### src/rtl/fft_pkg.sv
// Shared constants, sample type and index helper for the 8-point FFT datapath.
package fft_pkg;

    localparam int N_POINTS   = 8;
    localparam int LOG2N      = 3;
    localparam int DATA_WIDTH = 13;
    localparam int FRAC_BITS  = 8;

    localparam logic [LOG2N-1:0] LAST_IDX = LOG2N'(N_POINTS - 1);

    // Q5.8 complex sample as produced by the stage-3 adder/subtractor.
    typedef struct packed {
        logic signed [DATA_WIDTH-1:0] re;
        logic signed [DATA_WIDTH-1:0] img;
    } cplx_t;

    function automatic logic [LOG2N-1:0] bitrev3(input logic [LOG2N-1:0] idx);
        return {idx[0], idx[1], idx[2]};
    endfunction

endpackage

### src/rtl/fft_output_reorder_if.sv
// Stream bundle between the last butterfly stage, the reorder buffer and the downstream consumer.
interface fft_output_reorder_if;

    logic signed [fft_pkg::DATA_WIDTH-1:0] IN_Real;
    logic signed [fft_pkg::DATA_WIDTH-1:0] IN_Img;
    logic                                  IN_Valid;
    logic                                  IN_Last;
    logic                                  IN_Ready;
    logic signed [fft_pkg::DATA_WIDTH-1:0] OUT_Real;
    logic signed [fft_pkg::DATA_WIDTH-1:0] OUT_Img;
    logic        [fft_pkg::LOG2N-1:0]      OUT_Index;
    logic                                  OUT_Valid;
    logic                                  OUT_Last;
    logic                                  OUT_Ready;
    logic                                  FRAME_ERR;

    // Surroundings: butterfly producer plus downstream consumer.
    modport master (
        output IN_Real, IN_Img, IN_Valid, IN_Last, OUT_Ready,
        input  IN_Ready, OUT_Real, OUT_Img, OUT_Index, OUT_Valid, OUT_Last, FRAME_ERR
    );

    // The reorder buffer itself.
    modport slave (
        input  IN_Real, IN_Img, IN_Valid, IN_Last, OUT_Ready,
        output IN_Ready, OUT_Real, OUT_Img, OUT_Index, OUT_Valid, OUT_Last, FRAME_ERR
    );

endinterface

### src/rtl/fft_reorder_bank.sv
// One 8-entry complex register bank: synchronous write port, combinational read port.
module fft_reorder_bank
    import fft_pkg::*;
(
    input  logic             CLK,
    input  logic             RST_N,
    input  logic             we,
    input  logic [LOG2N-1:0] waddr,
    input  cplx_t            wdata,
    input  logic [LOG2N-1:0] raddr,
    output cplx_t            rdata
);

    cplx_t mem [N_POINTS];

    always_ff @(posedge CLK or negedge RST_N) begin
        if (!RST_N) begin
            for (int i = 0; i < N_POINTS; i++) begin
                mem[i] <= '0;
            end
        end else if (we) begin
            mem[waddr] <= wdata;
        end
    end

    assign rdata = mem[raddr];

endmodule

### src/rtl/fft_output_reorder.sv
// Ping-pong reorder buffer: takes bit-reversed FFT results, emits them in natural order.
module fft_output_reorder
    import fft_pkg::*;
(
    input  logic                CLK,
    input  logic                RST_N,
    fft_output_reorder_if.slave bus
);

    logic [LOG2N-1:0] wr_cnt;
    logic [LOG2N-1:0] rd_cnt;
    logic [LOG2N-1:0] waddr;
    logic             wr_bank;
    logic             rd_bank;
    logic [1:0]       full;
    logic             frame_err_q;
    logic             in_ready;
    logic             accept;
    logic             at_last_slot;
    logic             frame_done;
    logic             frame_bad;
    logic             out_valid;
    logic             rd_fire;
    logic             rd_done;
    logic [1:0]       bank_we;
    cplx_t            wdata;
    cplx_t            rd_sample;
    cplx_t            bank_rdata [2];

    assign in_ready     = !full[wr_bank];
    assign accept       = bus.IN_Valid && in_ready;
    assign at_last_slot = (wr_cnt == LAST_IDX);
    assign frame_done   = accept && at_last_slot && bus.IN_Last;
    // A Last flag and the 8th slot must coincide; anything else drops the partial frame.
    assign frame_bad    = accept && (bus.IN_Last != at_last_slot);

    assign waddr   = bitrev3(wr_cnt);
    assign wdata   = {bus.IN_Real, bus.IN_Img};
    assign bank_we = {accept & wr_bank, accept & ~wr_bank};

    for (genvar g = 0; g < 2; g++) begin : g_bank
        fft_reorder_bank u_bank (
            .CLK   (CLK),
            .RST_N (RST_N),
            .we    (bank_we[g]),
            .waddr (waddr),
            .wdata (wdata),
            .raddr (rd_cnt),
            .rdata (bank_rdata[g])
        );
    end

    always_ff @(posedge CLK or negedge RST_N) begin
        if (!RST_N) begin
            wr_cnt      <= '0;
            wr_bank     <= 1'b0;
            frame_err_q <= 1'b0;
        end else begin
            frame_err_q <= frame_bad;
            if (accept) begin
                wr_cnt <= frame_bad ? '0 : wr_cnt + 1'b1;
            end
            if (frame_done) begin
                wr_bank <= ~wr_bank;
            end
        end
    end

    assign out_valid = full[rd_bank];
    assign rd_fire   = out_valid && bus.OUT_Ready;
    assign rd_done   = rd_fire && (rd_cnt == LAST_IDX);

    always_ff @(posedge CLK or negedge RST_N) begin
        if (!RST_N) begin
            rd_cnt  <= '0;
            rd_bank <= 1'b0;
        end else if (rd_fire) begin
            rd_cnt <= rd_cnt + 1'b1;
            if (rd_done) begin
                rd_bank <= ~rd_bank;
            end
        end
    end

    // Writer and reader always target different banks when both act, so set and clear never collide.
    always_ff @(posedge CLK or negedge RST_N) begin
        if (!RST_N) begin
            full <= '0;
        end else begin
            if (frame_done) begin
                full[wr_bank] <= 1'b1;
            end
            if (rd_done) begin
                full[rd_bank] <= 1'b0;
            end
        end
    end

    assign rd_sample = bank_rdata[rd_bank];

    assign bus.IN_Ready  = in_ready;
    assign bus.OUT_Valid = out_valid;
    assign bus.OUT_Real  = rd_sample.re;
    assign bus.OUT_Img   = rd_sample.img;
    assign bus.OUT_Index = rd_cnt;
    assign bus.OUT_Last  = out_valid && (rd_cnt == LAST_IDX);
    assign bus.FRAME_ERR = frame_err_q;

endmodule

### src/flat_wrapper.sv
// flat-port wrapper written by rule: the top's interface ports become plain ports
module fft_output_reorder_flat import fft_pkg::*;
  (CLK, RST_N, bus_IN_Real, bus_IN_Img, bus_IN_Valid, bus_IN_Last, bus_OUT_Ready, bus_IN_Ready, bus_OUT_Real, bus_OUT_Img, bus_OUT_Index, bus_OUT_Valid, bus_OUT_Last, bus_FRAME_ERR);
  fft_output_reorder_if bus_i ();
  input  logic CLK;
  input  logic RST_N;
  input wire logic [$bits(bus_i.IN_Real)-1:0] bus_IN_Real;
  input wire logic [$bits(bus_i.IN_Img)-1:0] bus_IN_Img;
  input wire logic [$bits(bus_i.IN_Valid)-1:0] bus_IN_Valid;
  input wire logic [$bits(bus_i.IN_Last)-1:0] bus_IN_Last;
  input wire logic [$bits(bus_i.OUT_Ready)-1:0] bus_OUT_Ready;
  output wire logic [$bits(bus_i.IN_Ready)-1:0] bus_IN_Ready;
  output wire logic [$bits(bus_i.OUT_Real)-1:0] bus_OUT_Real;
  output wire logic [$bits(bus_i.OUT_Img)-1:0] bus_OUT_Img;
  output wire logic [$bits(bus_i.OUT_Index)-1:0] bus_OUT_Index;
  output wire logic [$bits(bus_i.OUT_Valid)-1:0] bus_OUT_Valid;
  output wire logic [$bits(bus_i.OUT_Last)-1:0] bus_OUT_Last;
  output wire logic [$bits(bus_i.FRAME_ERR)-1:0] bus_FRAME_ERR;
  assign bus_i.IN_Real = bus_IN_Real;
  assign bus_i.IN_Img = bus_IN_Img;
  assign bus_i.IN_Valid = bus_IN_Valid;
  assign bus_i.IN_Last = bus_IN_Last;
  assign bus_i.OUT_Ready = bus_OUT_Ready;
  assign bus_IN_Ready = bus_i.IN_Ready;
  assign bus_OUT_Real = bus_i.OUT_Real;
  assign bus_OUT_Img = bus_i.OUT_Img;
  assign bus_OUT_Index = bus_i.OUT_Index;
  assign bus_OUT_Valid = bus_i.OUT_Valid;
  assign bus_OUT_Last = bus_i.OUT_Last;
  assign bus_FRAME_ERR = bus_i.FRAME_ERR;
  fft_output_reorder u_core (.CLK(CLK), .RST_N(RST_N), .bus(bus_i));
endmodule
### config.mk
export PLATFORM = sky130hd
export DESIGN_NAME = fft_output_reorder_flat
export DESIGN_NICKNAME = d
export VERILOG_FILES = /design/src/rtl/fft_pkg.sv /design/src/rtl/fft_output_reorder_if.sv /design/src/rtl/fft_reorder_bank.sv /design/src/rtl/fft_output_reorder.sv /design/src/flat_wrapper.sv
export SDC_FILE = /design/constraint.sdc
export NUM_CORES = 1
export LEC_CHECK = 0
export CAP_MARGIN = 0
export CELL_PAD_IN_SITES_DETAIL_PLACEMENT = 1
export CELL_PAD_IN_SITES_GLOBAL_PLACEMENT = 1
export CORE_MARGIN = 10
export CORE_UTILIZATION = 45
export DETAILED_ROUTE_END_ITERATION = 10
export HOLD_SLACK_MARGIN = 0.15
export PLACE_DENSITY = 0.71
export SLEW_MARGIN = 20
export SYNTH_ARGS = -nofsm -noshare
export SYNTH_HDL_FRONTEND = slang
export SYNTH_HIERARCHICAL = 1
export SYNTH_SLANG_ARGS = --single-unit
### constraint.sdc
create_clock -name CLK -period 2.6 [get_ports CLK]
set_clock_uncertainty 0.05 [all_clocks]
set_input_delay 0.52 -clock CLK [delete_from_list [all_inputs] [get_ports CLK]]
set_output_delay 0.52 -clock CLK [all_outputs]
set_load 0.02 [all_outputs]
Word-level counts from Yosys, hierarchy flattened
Index checks and enable logic that the tools add are counted.
{"block": "word_totals", "out_inout_bits": 33, "ff_bits": 427, "input_bits": 31, "word_cells": 97}
{"block": "classes", "n_eq_ne": 3, "addsub": 2, "reduce_logical": 12, "n_mux": 24, "bitwise_logic": 10, "order_cmp": 8}
{"operator": "$bwmux 208", "n": 2}
{"operator": "$mux 26", "n": 8}
{"operator": "$bmux 26 s3", "n": 2}
{"operator": "$demux 26 s3", "n": 1}
{"operator": "$logic_and 1x1->1", "n": 10}
{"operator": "$ge 4x4->1 const B", "n": 2}
{"operator": "$not 3->4", "n": 2}
{"operator": "$add 3x1->3 const B", "n": 2}
{"operator": "$eq 3x3->1 const B", "n": 2}
{"operator": "$mux 1", "n": 6}
{"operator": "$lt 1x2->1 const B", "n": 2}
{"operator": "$lt 4x1->1 const B", "n": 1}
{"operator": "$mux 2", "n": 2}
{"operator": "$mux 3", "n": 1}
{"operator": "$and 1x1->1", "n": 2}
{"operator": "$and 2x2->2", "n": 1}
{"operator": "$demux 1 s1", "n": 2}
{"operator": "$ge 1x1->1 const B", "n": 2}
{"operator": "$ge 2x2->1 const B", "n": 1}
{"operator": "$not 1->1", "n": 2}
{"operator": "$not 1->2", "n": 1}
{"operator": "$not 2->2", "n": 1}
{"operator": "$or 2x2->2", "n": 1}
{"operator": "$reduce_and 2->1", "n": 1}
{"operator": "other kinds (2)", "n": 2}

Longest topological paths before layout
{"block": "depth", "word_depth": 9, "ltp_mapped": 7, "depth_no_buf": 5}

By module
The synthesis kept the hierarchy.
{"module": "fft_reorder_bank", "area_each_um2": 9375.2, "cells_each": 540, "n_inst": 2, "seq_area_each_um2": 5205.0}
{"module": "fft_output_reorder", "area_each_um2": 843.3, "cells_each": 75, "n_inst": 1, "seq_area_each_um2": 275.3}

Worst setup path after synthesis
Ideal clock, no wire load.
{"block": "synth_path", "path_type": "register to output", "start": "register u_core.rd_cnt[0], in the netlist u_core/bus.OUT_Index[0]", "end": "output port bus_OUT_Img[10]", "setup_slack_ns": 0.012, "stages_incl_launch_ff": 6, "path_buffers": 2, "arrival_time_ns": 2.018, "required_ns": 2.030, "path_cell_list": "dfrtp_1 -> buf_2 -> buf_6 -> mux4_2 -> mux2_2 -> mux2_2"}
{"element": "start, declared", "line": "fft_output_reorder.sv:11", "rtl": "logic [LOG2N-1:0] rd_cnt;"}
{"element": "start signal, assigned", "line": "fft_output_reorder.sv:78", "rtl": "rd_cnt <= rd_cnt + 1'b1;"}
{"element": "end, declared", "line": "flat_wrapper.sv:14", "rtl": "output wire logic [$bits(bus_i.OUT_Img)-1:0] bus_OUT_Img;"}

==> results by group <==
CTS
  – CTS root buf: clkbuf_16
  – Clock transition at the registers of the reported paths: about 0.060 ns
  – CTS tree: built
  – Num Clock Sinks: between 400 and 500
  – CTS Buf Count: 46
  – Clk Latency, worst-skew pair: 0.57 ns
  – CTS Buffer Depth: 3
  – H-Tree Depth: 2

Floorplanning
  – Die width: approximately 230 microns
  – Rows: 76
  – Die area: 52300 sq um
  – Core box area: between 40000 and 50000 sq um
  – Die Ht: roughly 230 microns
  – Starting Density: between 40% and 50%
  – IO Count: 64

Routing
  – Routed WL: a little over 50000 microns
  – Routed Antenna Nets: 0
  – Drt pass-1 iters: 4
  – Initial DRC count: approximately 620
  – Drt via density: ~5.7
  – Residual DRC count: 0
  – Routed len/inst: 26.7 microns
  – Via count: 10876

Placement
  – DP HPWL: 30600 microns
  – GP Congestion: approximately 0.73
  – Port Buf Inserts: between 60 and 70

Global routing
  – Antenna violations before repair: 3
  – Vias in the first global route: 12476
  – Gr ovfl total: 0
  – Tot GR Track Use: roughly 19%
  – First-pass GRT wire length: about 80000 microns
  – Largest net degree at the start of global routing: 70

Setup path
  – CP max-delay cell: dfrtp_4
  – Worst setup SP type: register
  – Crit. End Element: output pin
  – WP data required: approximately 2.0 ns
  – Crit path max-delay family: multiplexers
  – Crit path arrival time: about 2.7 ns
  – R2R Setup Slk: around 0.47 ns
  – Slowest Stage Delay on Critical Path: about 0.51 ns
  – Sequence of cells on the critical path: buf_12, buf_12, buf_4, mux4_2, mux2_2, mux2_2, buf_2
  – CP Buf/Inv Count: 4
  – Crit path max fanout: 5
  – Critical path class: register to output pin

Status
  – Failing checks: setup timing
  – Status: finished, violations left

Timing
  – Peak Freq: just over 300 MHz
  – Final hold vios: 0
  – Final cycle utilization of the critical path: 125%
  – Setup ws final: -0.641 ns
  – Final Slew Violations: 0
  – Final setup fails: 27
  – Slew @ Worst Pin: 0.647 ns
  – RSZ-0062 raised after global routing: yes
  – Crit path time final: ~3.2 ns
  – Slew HR: 56.8%
  – Worst Hold Margin: around 0.44 ns

Power and ir drop
  – Worst IR drop on VDD: around 0.76 mV
  – Tot Pwr: between 20000 and 30000 uW
  – PwrDens: 1090 nW/um^2
  – P_leak: roughly 0.011 uW

Min path
  – HP Class: input port to async pin

Yosys
  – Top-area cell type share of the netlist area: 54.5%
  – Syn Inst Count: around 1200
  – FF+latch count, synth: roughly 430
  – Library cells used by synthesis: 27
  – Avg Cell Area, Syn: 17.0 sq um
  – Synth warn: 6
  – Post-synthesis sequential area ratio: approximately 55%
  – Syn nets: between 1000 and 1500
  – Area contributors post-synth: dfrtp_1, mux2_2, mux4_2
  – Synth Cell Area: ~20000 sq um
  – Largest area contributor in the netlist: dfrtp_1

Cells and area
  – Most frequent cells in the layout: mux2_2, dfrtp_1, mux4_2
  – Final-stage net count: ~1300
  – Commonest non-fill, non-tap cell in the layout: mux2_2
  – Syn-to-layout area delta: 20.7%
  – Share of post-route cells with drive strength above 1: between 60 and 70%

Job
  – Max-cap violations: 0
cell families after synthesis:
kind of cell               after synthesis  share of synthesized area (%)
AOI/OAI and AO/OA                        8                          0.319
xor gates and xnor gates                 2                         0.0894
adders and majority gates                4                          0.255
buffers and inverters                   80                           2.68
DFF                                    427                           54.5
muxes                                  603                           40.6
and+or+nand+nor                         31                           1.51
area by class of cell:
class / count / area [sq um]
Multi-Input combinational cell: 648 / 8670
Timing Repair Buffer: 159 / 1960
Clock inverter: 13 / 209
Antenna cell: 1 / 2.50
Inverter: 1 / 3.75
Clock buffer: 69 / 1370
Tap cell: 585 / 732
Fill cell: 3937 / 19400
Sequential cell: 427 / 10700
layer usage:
layer / up-vias / GRT usage (%) / share of wire, %
li1: 4634 / - / -
met1: 5996 / 25.4 / 43
met2: 174 / 33.1 / 51
met3: 68 / 3.44 / 4.3
met4: 4 / 4.77 / 1.6
met5: - / 0 / 0.075
worst paths after layout:
path / from / to / cells after the start
setup / recovery: u_core/bus.OUT_Index[0]$_DFFE_PN0P_ / bus_OUT_Img[1] / 7
hold / removal: RST_N / u_core/g_bank[1].u_bank/mem[37]$_DFFE_PN0P_ / 2
setup reg to reg: u_core/wr_cnt[1]$_DFFE_PN0N_ / u_core/g_bank[0].u_bank/mem[85]$_DFFE_PN0P_ / 4
hold reg to reg: u_core/g_bank[1].u_bank/mem[56]$_DFFE_PN0P_ / u_core/g_bank[1].u_bank/mem[56]$_DFFE_PN0P_ / 1
max in group asynchronous: RST_N / u_core/g_bank[1].u_bank/mem[154]$_DFFE_PN0P_ / 3
min in group CLK: u_core/g_bank[1].u_bank/mem[56]$_DFFE_PN0P_ / u_core/g_bank[1].u_bank/mem[56]$_DFFE_PN0P_ / 1
where the power goes:
part	total [uW]	switching (uW)	internal, uW	leakage [uW]
sequential	9450	1030	8420	0.00567
combinational	9480	3720	5750	0.00444
clock	6830	2700	4130	0.000780
total	25800	7450	18300	0.0109
cells in the mapped netlist:
cell type	instances
mux4_2	104
nand2_2	1
a21bo_2	2
a41oi_1	3
inv_1	1
nor4b_4	2
a31oi_1	1
buf_4	18
ha_1	4
and2_1	1
mux2_1	4
nor4bb_1	6
nor2_1	2
clkbuf_1	16
buf_6	16
nor3b_1	1
xnor2_1	2
nand3_1	2
dfrtp_1	427
nand4_2	2
mux2_2	493
mux2i_1	2
buf_2	29
nand4_1	2
nand2_1	6
o21ai_0	2
nand4b_2	6
flip-flops by register name (all words and copies together), names as in the netlist:
register                  flops
u_core/full                   2
u_core/g_bank.u_bank/mem    416
u_core/rd_bank                1
u_core/wr_bank                1
u_core/bus.OUT_Index          3
u_core/bus.FRAME_ERR          1
u_core/wr_cnt                 3
through the flow:
step / area (sq um) / setup WS [ns] / TNS, ns / cells / utilization [%]
5_1_grt: 23600 / -0.700 / -16.63 / 1903 / 54.9
3_3_place_gp: 21500 / -0.476 / -10.96 / 1802 / 50.0
6_report: 23600 / -0.641 / -14.96 / 1903 / 54.9
3_5_place_dp: 21500 / -0.473 / -11.84 / 1802 / 50.0
2_1_floorplan: 19600 / 0.0120 / 0 / 1155 / -
4_1_cts: 23500 / -0.683 / -15.82 / 1899 / 54.6
timing repair:
action,CTS,global route
hold endpoints to repair,47,0
hold buffers,1,0
gates resized for setup,199,22
setup endpoints to repair,30,28
buffers inserted,10,3
gates cloned,4,2
Power figures use the tool's default switching activity.
==> edit 1 (same settings) <==
The package constant `N_POINTS` goes from 8 to 4.
--- a/src/rtl/fft_pkg.sv
+++ b/src/rtl/fft_pkg.sv
@@ -1,7 +1,7 @@
 // Shared constants, sample type and index helper for the 8-point FFT datapath.
 package fft_pkg;
 
-    localparam int N_POINTS   = 8;
+    localparam int N_POINTS   = 4;
     localparam int LOG2N      = 3;
     localparam int DATA_WIDTH = 13;
     localparam int FRAC_BITS  = 8;
Behaviour: no difference found for any inputs over 4 cycles, from zero or initial values and one cycle with RST_N low; that may be too few to reach the edited logic, so the function may still have changed.
==> edit 1 against the unedited design <==
The flow still finishes with violations (negative setup slack). Core utilization up 1.0 points. Worst setup slack improved by 0.48 ns. Total power shrank 40%. Final area fell by 48%. Critical path depth down 2. First-iteration DRC count fell by 60%. Global-route usage fell by 2.9 points. Count of clock-buffer cells in the layout down 30. Area after synthesis is 49% lower. Routed wire length shrank 54%. Via count decreased by 49%. Sequential cell count shrank 208. Maximum frequency rose by 17%. Largest cell class unchanged.
==> edit 1: results (changes against the unedited design) <==
Status:
- Run status: finished, violations left (unchanged).
- Violations in the final reports: negative setup slack (unchanged).

Yosys:
- Synth cell count leaders: mux2_2, dfrtp_1, mux4_2 (unchanged).
- The number of nets produced by synthesis was 621 (was 1190).
- The post-synthesis cell count is 586 (was 1155).
- The number of distinct library cells after synthesis came to 32 (was 27).
- The sequential element share of the synthesized area came to 54.91% (was 54.53%).

Pwr:
- The leakage power was 5.552 nW (was 10.90 nW).

Critical path:
- The capturing point of the worst reg2reg path was u_core/g_bank[1].u_bank/mem[86] (was u_core/g_bank[0].u_bank/mem[85]).
- The reg-to-reg critical path startpoint was u_core/full[1] (was u_core/wr_cnt[1]).
- The data arrival time of the worst path came to 2.19 ns (was 2.67 ns).

Place:
- The routability congestion estimate is 0.7096 (was 0.7300).
- The half-perimeter wire length after placement was 14.73 mm (was 30.62 mm).
- The cell area reported after detailed placement is 11150 um^2 (was 21520 um^2).
- The total instance count after detailed placement is 929 (was 1802).

CTS:
- The insertion delay of the later-clocked pin in the worst-skew pair is 0.51 ns (was 0.57 ns).
- The level count of the clock H-tree is 1 (was 2).

Timing:
- The hold slack is 0.4516 ns (was 0.4449 ns).
- The final setup violation count is 26 (was 27).
- The smallest setup slack after layout is -0.1646 ns (was -0.6405 ns).

GRT:
- The initial antenna violation count is 0 (was 3).
- The wire length of the first global-routing pass is 37.89 mm (was 78.90 mm).

Cells and area:
- The number of inserted diodes is 0 (was 1).
- The net total in the final layout was 723 (was 1318).
- The ratio of cells with drive above 1 in the final layout is 58.78% (was 62.11%).

Worst hold path:
- The class of the worst hold path is flip-flop to flip-flop (was primary input to asynchronous set/reset pin).

Detailed routing:
- The number of DRC markers after the initial detailed-route iteration was 247 (was 621).
[edit 1: worst max path at each step]
stage,slack [ns],from,to,depth (start not counted)
2_1_floorplan,0.15,u_core/bus.OUT_Index[0],bus_OUT_Img[0],4
3_3_place_gp,-0.05,u_core/bus.OUT_Index[0],bus_OUT_Real[11],4
3_5_place_dp,-0.06,u_core/bus.OUT_Index[0],bus_OUT_Real[10],4
4_1_cts,-0.24,u_core/bus.OUT_Index[0],bus_OUT_Real[9],5
5_1_grt,-0.24,u_core/bus.OUT_Index[0],bus_OUT_Real[8],5
6_report,-0.16,u_core/bus.OUT_Index[0],bus_OUT_Real[9],5
[edit 1: worst max-delay path: cells and delay by family, from the launching register on]
| kind | cells | cell delay [ns] |
|---|---|---|
| flip-flops | 1 | 0.47 |
| multiplexers | 2 | 0.82 |
| buffers and inverters | 3 | 0.40 |
[edit 1: metrics by stage]
step | setup WS, ns | power [mW]
after global routing | -0.2351 | 16.36
final | -0.1646 | 15.49
after CTS | -0.2352 | 15.60
after global placement | -0.04657 | 11.39
after detailed placement | -0.06060 | 11.69
after floorplan | 0.1507 | 9.399
[edit 1: logic make-up (layout without fill, tap and decap cells)]
logic type | Yosys count | after routing | synth area share [%]
multiplexers | 292 | 292 | 38.94
flip-flops | 219 | 219 | 54.91
buffers and inverters | 37 | 157 | 2.859
AND/OR/NAND/NOR | 24 | 24 | 2.069
AO/OA/AOI/OAI | 7 | 7 | 0.4514
adder cells (fa/ha/maj) | 4 | 4 | 0.5015
XOR/XNOR | 3 | 3 | 0.2633
[edit 1: cell type report]
cell class	instances	area, um^2
clock buffers	39	738.2
multi-input cells	330	4308
well taps	280	350.3
clock inverters	6	33.78
repair buffers	110	1279
fillers	1990	9622
flip-flops and latches	219	5485
inverters	2	7.507
[edit 1: routing by layer]
layer	part of all wire, %	vias up	global-route usage [%]
met5	0	-	0
met4	1.6	0	3.709
met3	3.3	26	2.617
met2	51	75	28.50
met1	44	3001	21.72
li1	-	2420	-
[edit 1: report_power, final]
part	switching, mW	internal [mW]
Sequential	0.799	4.69
Combinational	2.62	4.09
Clock	1.36	1.94
[edit 1: timing repair]
action / in CTS / in global routing
setup endpoints to repair: 28 / 27
resized for setup: 180 / 25
setup buffers: 7 / 5
pin swaps: 1 / 0
cloned: 3 / 0
hold endpoints to repair: 51 / 0
hold buffers: 1 / 0
==> edit 2 (same flow settings) <==
Without the edit above. Reset style: synchronous (`RST_N`), changed in 4 clocked blocks.
--- a/src/rtl/fft_reorder_bank.sv
+++ b/src/rtl/fft_reorder_bank.sv
@@ -13,7 +13,7 @@
 
     cplx_t mem [N_POINTS];
 
-    always_ff @(posedge CLK or negedge RST_N) begin
+    always_ff @(posedge CLK) begin
         if (!RST_N) begin
             for (int i = 0; i < N_POINTS; i++) begin
                 mem[i] <= '0;
--- a/src/rtl/fft_output_reorder.sv
+++ b/src/rtl/fft_output_reorder.sv
@@ -50,7 +50,7 @@
         );
     end
 
-    always_ff @(posedge CLK or negedge RST_N) begin
+    always_ff @(posedge CLK) begin
         if (!RST_N) begin
             wr_cnt      <= '0;
             wr_bank     <= 1'b0;
@@ -70,7 +70,7 @@
     assign rd_fire   = out_valid && bus.OUT_Ready;
     assign rd_done   = rd_fire && (rd_cnt == LAST_IDX);
 
-    always_ff @(posedge CLK or negedge RST_N) begin
+    always_ff @(posedge CLK) begin
         if (!RST_N) begin
             rd_cnt  <= '0;
             rd_bank <= 1'b0;
@@ -83,7 +83,7 @@
     end
 
     // Writer and reader always target different banks when both act, so set and clear never collide.
-    always_ff @(posedge CLK or negedge RST_N) begin
+    always_ff @(posedge CLK) begin
         if (!RST_N) begin
             full <= '0;
         end else begin
Behaviour: differs if RST_N is asserted again (counterexample within 4 cycles, from zero or initial values and one cycle with RST_N low); with RST_N held inactive, the same outputs for 4 cycles.
==> edit 2 against the unedited design <==
The flow still finishes with violations (negative setup slack). Register-to-register slack better by 0.06 ns. Sequential cell count is the same. Maximum frequency is 0.73% higher. Synthesized cell count up 11%. Area after synthesis up 0.14%. Worst setup slack better by 0.024 ns. Final area down 0.34%. Routed wire length rose by 16%.
Power is not compared: it rests on default switching activity, and its combinational part moved more than twofold at a synthesized area within 25%.
==> edit 2: results (changes against the unedited design) <==
GRT:
- The pin count of the biggest net entering global routing is 65 (was 70).
- The via count of the first global-routing pass is 12984 (was 12476).
- The wire length of the first global-routing pass is 86.88 mm (was 78.90 mm).
- The initial antenna violation count was 1 (was 3).
- The all-layer global routing usage was 21.86% (was 19.48%).

Status:
- Violations in the final reports: negative setup slack (unchanged).
- Run status: finished, violations left (unchanged).

Timing:
- The worst-case headroom to the max-slew limit came to 55.12% (was 56.84%).
- The smallest setup slack after layout is -0.6169 ns (was -0.6405 ns).
- The final setup violation count is 26 (was 27).

Yosys:
- The number of nets produced by synthesis is 1313 (was 1190).
- The share of flip-flops with an asynchronous set or reset after synthesis came to 0% (was 100.0%).
- Main area contributors after synthesis: edfxtp_1, mux4_1, nor3_1, mux2_2, clkbuf_1 (was dfrtp_1, mux2_2, mux4_2, buf_6, buf_2).
- The number of distinct library cells after synthesis is 32 (was 27).
- The sequential element share of the synthesized area came to 64.79% (was 54.53%).

Detailed routing:
- The topmost layer with routed signal wires is met4 (was met5).
- The detailed route wirelength on metal3 is 3.686 mm (was 2.196 mm).
- The routed metal-1 wirelength came to 24.57 mm (was 22.00 mm).
- The number of DRC markers after the initial detailed-route iteration is 1266 (was 621).

Cells and area:
- The ratio of cells with drive above 1 in the final layout came to 29.20% (was 62.11%).
- The final-layout fill cell count is 4062 (was 3937).
- The net total in the final layout was 1403 (was 1318).

Critical path:
- The cell depth of the worst flop-to-flop path is 3 (was 4).
- The critical-path cell with the highest stage delay is mux4_2 (was dfrtp_4).

Floorplanning:
- The area enclosed by the die boundary is 52360 um^2 (was 52290 um^2).

Worst hold path:
- The class of the worst hold path is primary input to flip-flop (was primary input to asynchronous set/reset pin).

Place:
- The routability congestion estimate is 0.7978 (was 0.7300).

CTS:
- The clock buffer count from CTS is 45 (was 46).
edit 2: final cells by class:
type,count,share of cell area (%)
sequential,427,53.99
inverter,55,0.8763
clock buffer,51,4.965
clock inverter,32,1.195
timing repair buffer,171,9.177
antenna,1,0.01062
tap,585,3.107
multi-input combinational,668,26.68
edit 2: per-stage QoR:
stage                     utilization [%]  cells  setup slack [ns]  area [um^2]  TNS [ns]
after floorplan                         -   1278           -0.2618        19660    -47.12
after global placement              50.29   1883           -0.4420        21660    -10.28
after detailed placement            50.29   1883           -0.4560        21660    -11.52
after CTS                           54.59   1985           -0.6293        23510    -15.41
after global routing                54.69   1989           -0.6695        23560    -15.68
final                               54.69   1990           -0.6169        23560    -14.30
edit 2: routing by layer:
metal / GRT usage [%] / vias to the layer above
met5: 0 / -
met4: 7.097 / 0
met3: 3.425 / 90
met2: 36.08 / 497
met1: 29.14 / 6377
li1: - / 5220
edit 2: cells by family after synthesis:
logic type,count (synthesis),share of synthesized area [%]
compound gates,21,0.5994
xor+xnor,1,0.04465
fa+ha+maj,4,0.2551
buf+inv,183,4.094
flops,427,64.79
mux,190,18.58
simple gates,452,11.64
edit 2: worst min-delay path: stages:
cell	delay, ns
buf_2	0.18
nand2_1	0.12
mux2i_1	0.08
edit 2: path summary, 6_finish.rpt:
kind                            from                                 to  slack, ns
max          u_core/bus.OUT_Index[0]                    bus_OUT_Real[0]      -0.62
min                            RST_N            u_core/bus.OUT_Index[2]       0.35
max reg2reg         u_core/wr_cnt[0]  u_core/g_bank[0].u_bank/mem[3][5]       0.53
min reg2reg           u_core/full[1]                     u_core/full[1]       0.53
edit 2: power breakdown:
group	leakage (nW)	internal (mW)	switching [mW]
combinational	2.54	0.410	0.688
sequential	4.39	7.78	0.0877
clock	0.709	3.72	2.72
total	7.64	11.9	3.49
edit 2: what timing repair did:
| action | in CTS | in global routing |
|---|---|---|
| endpoints found under the setup margin | 29 | 27 |
| hold endpoints to repair | 0 | 0 |
| gates cloned | 9 | 3 |
| buffers inserted | 10 | 5 |
| resized for setup | 278 | 54 |
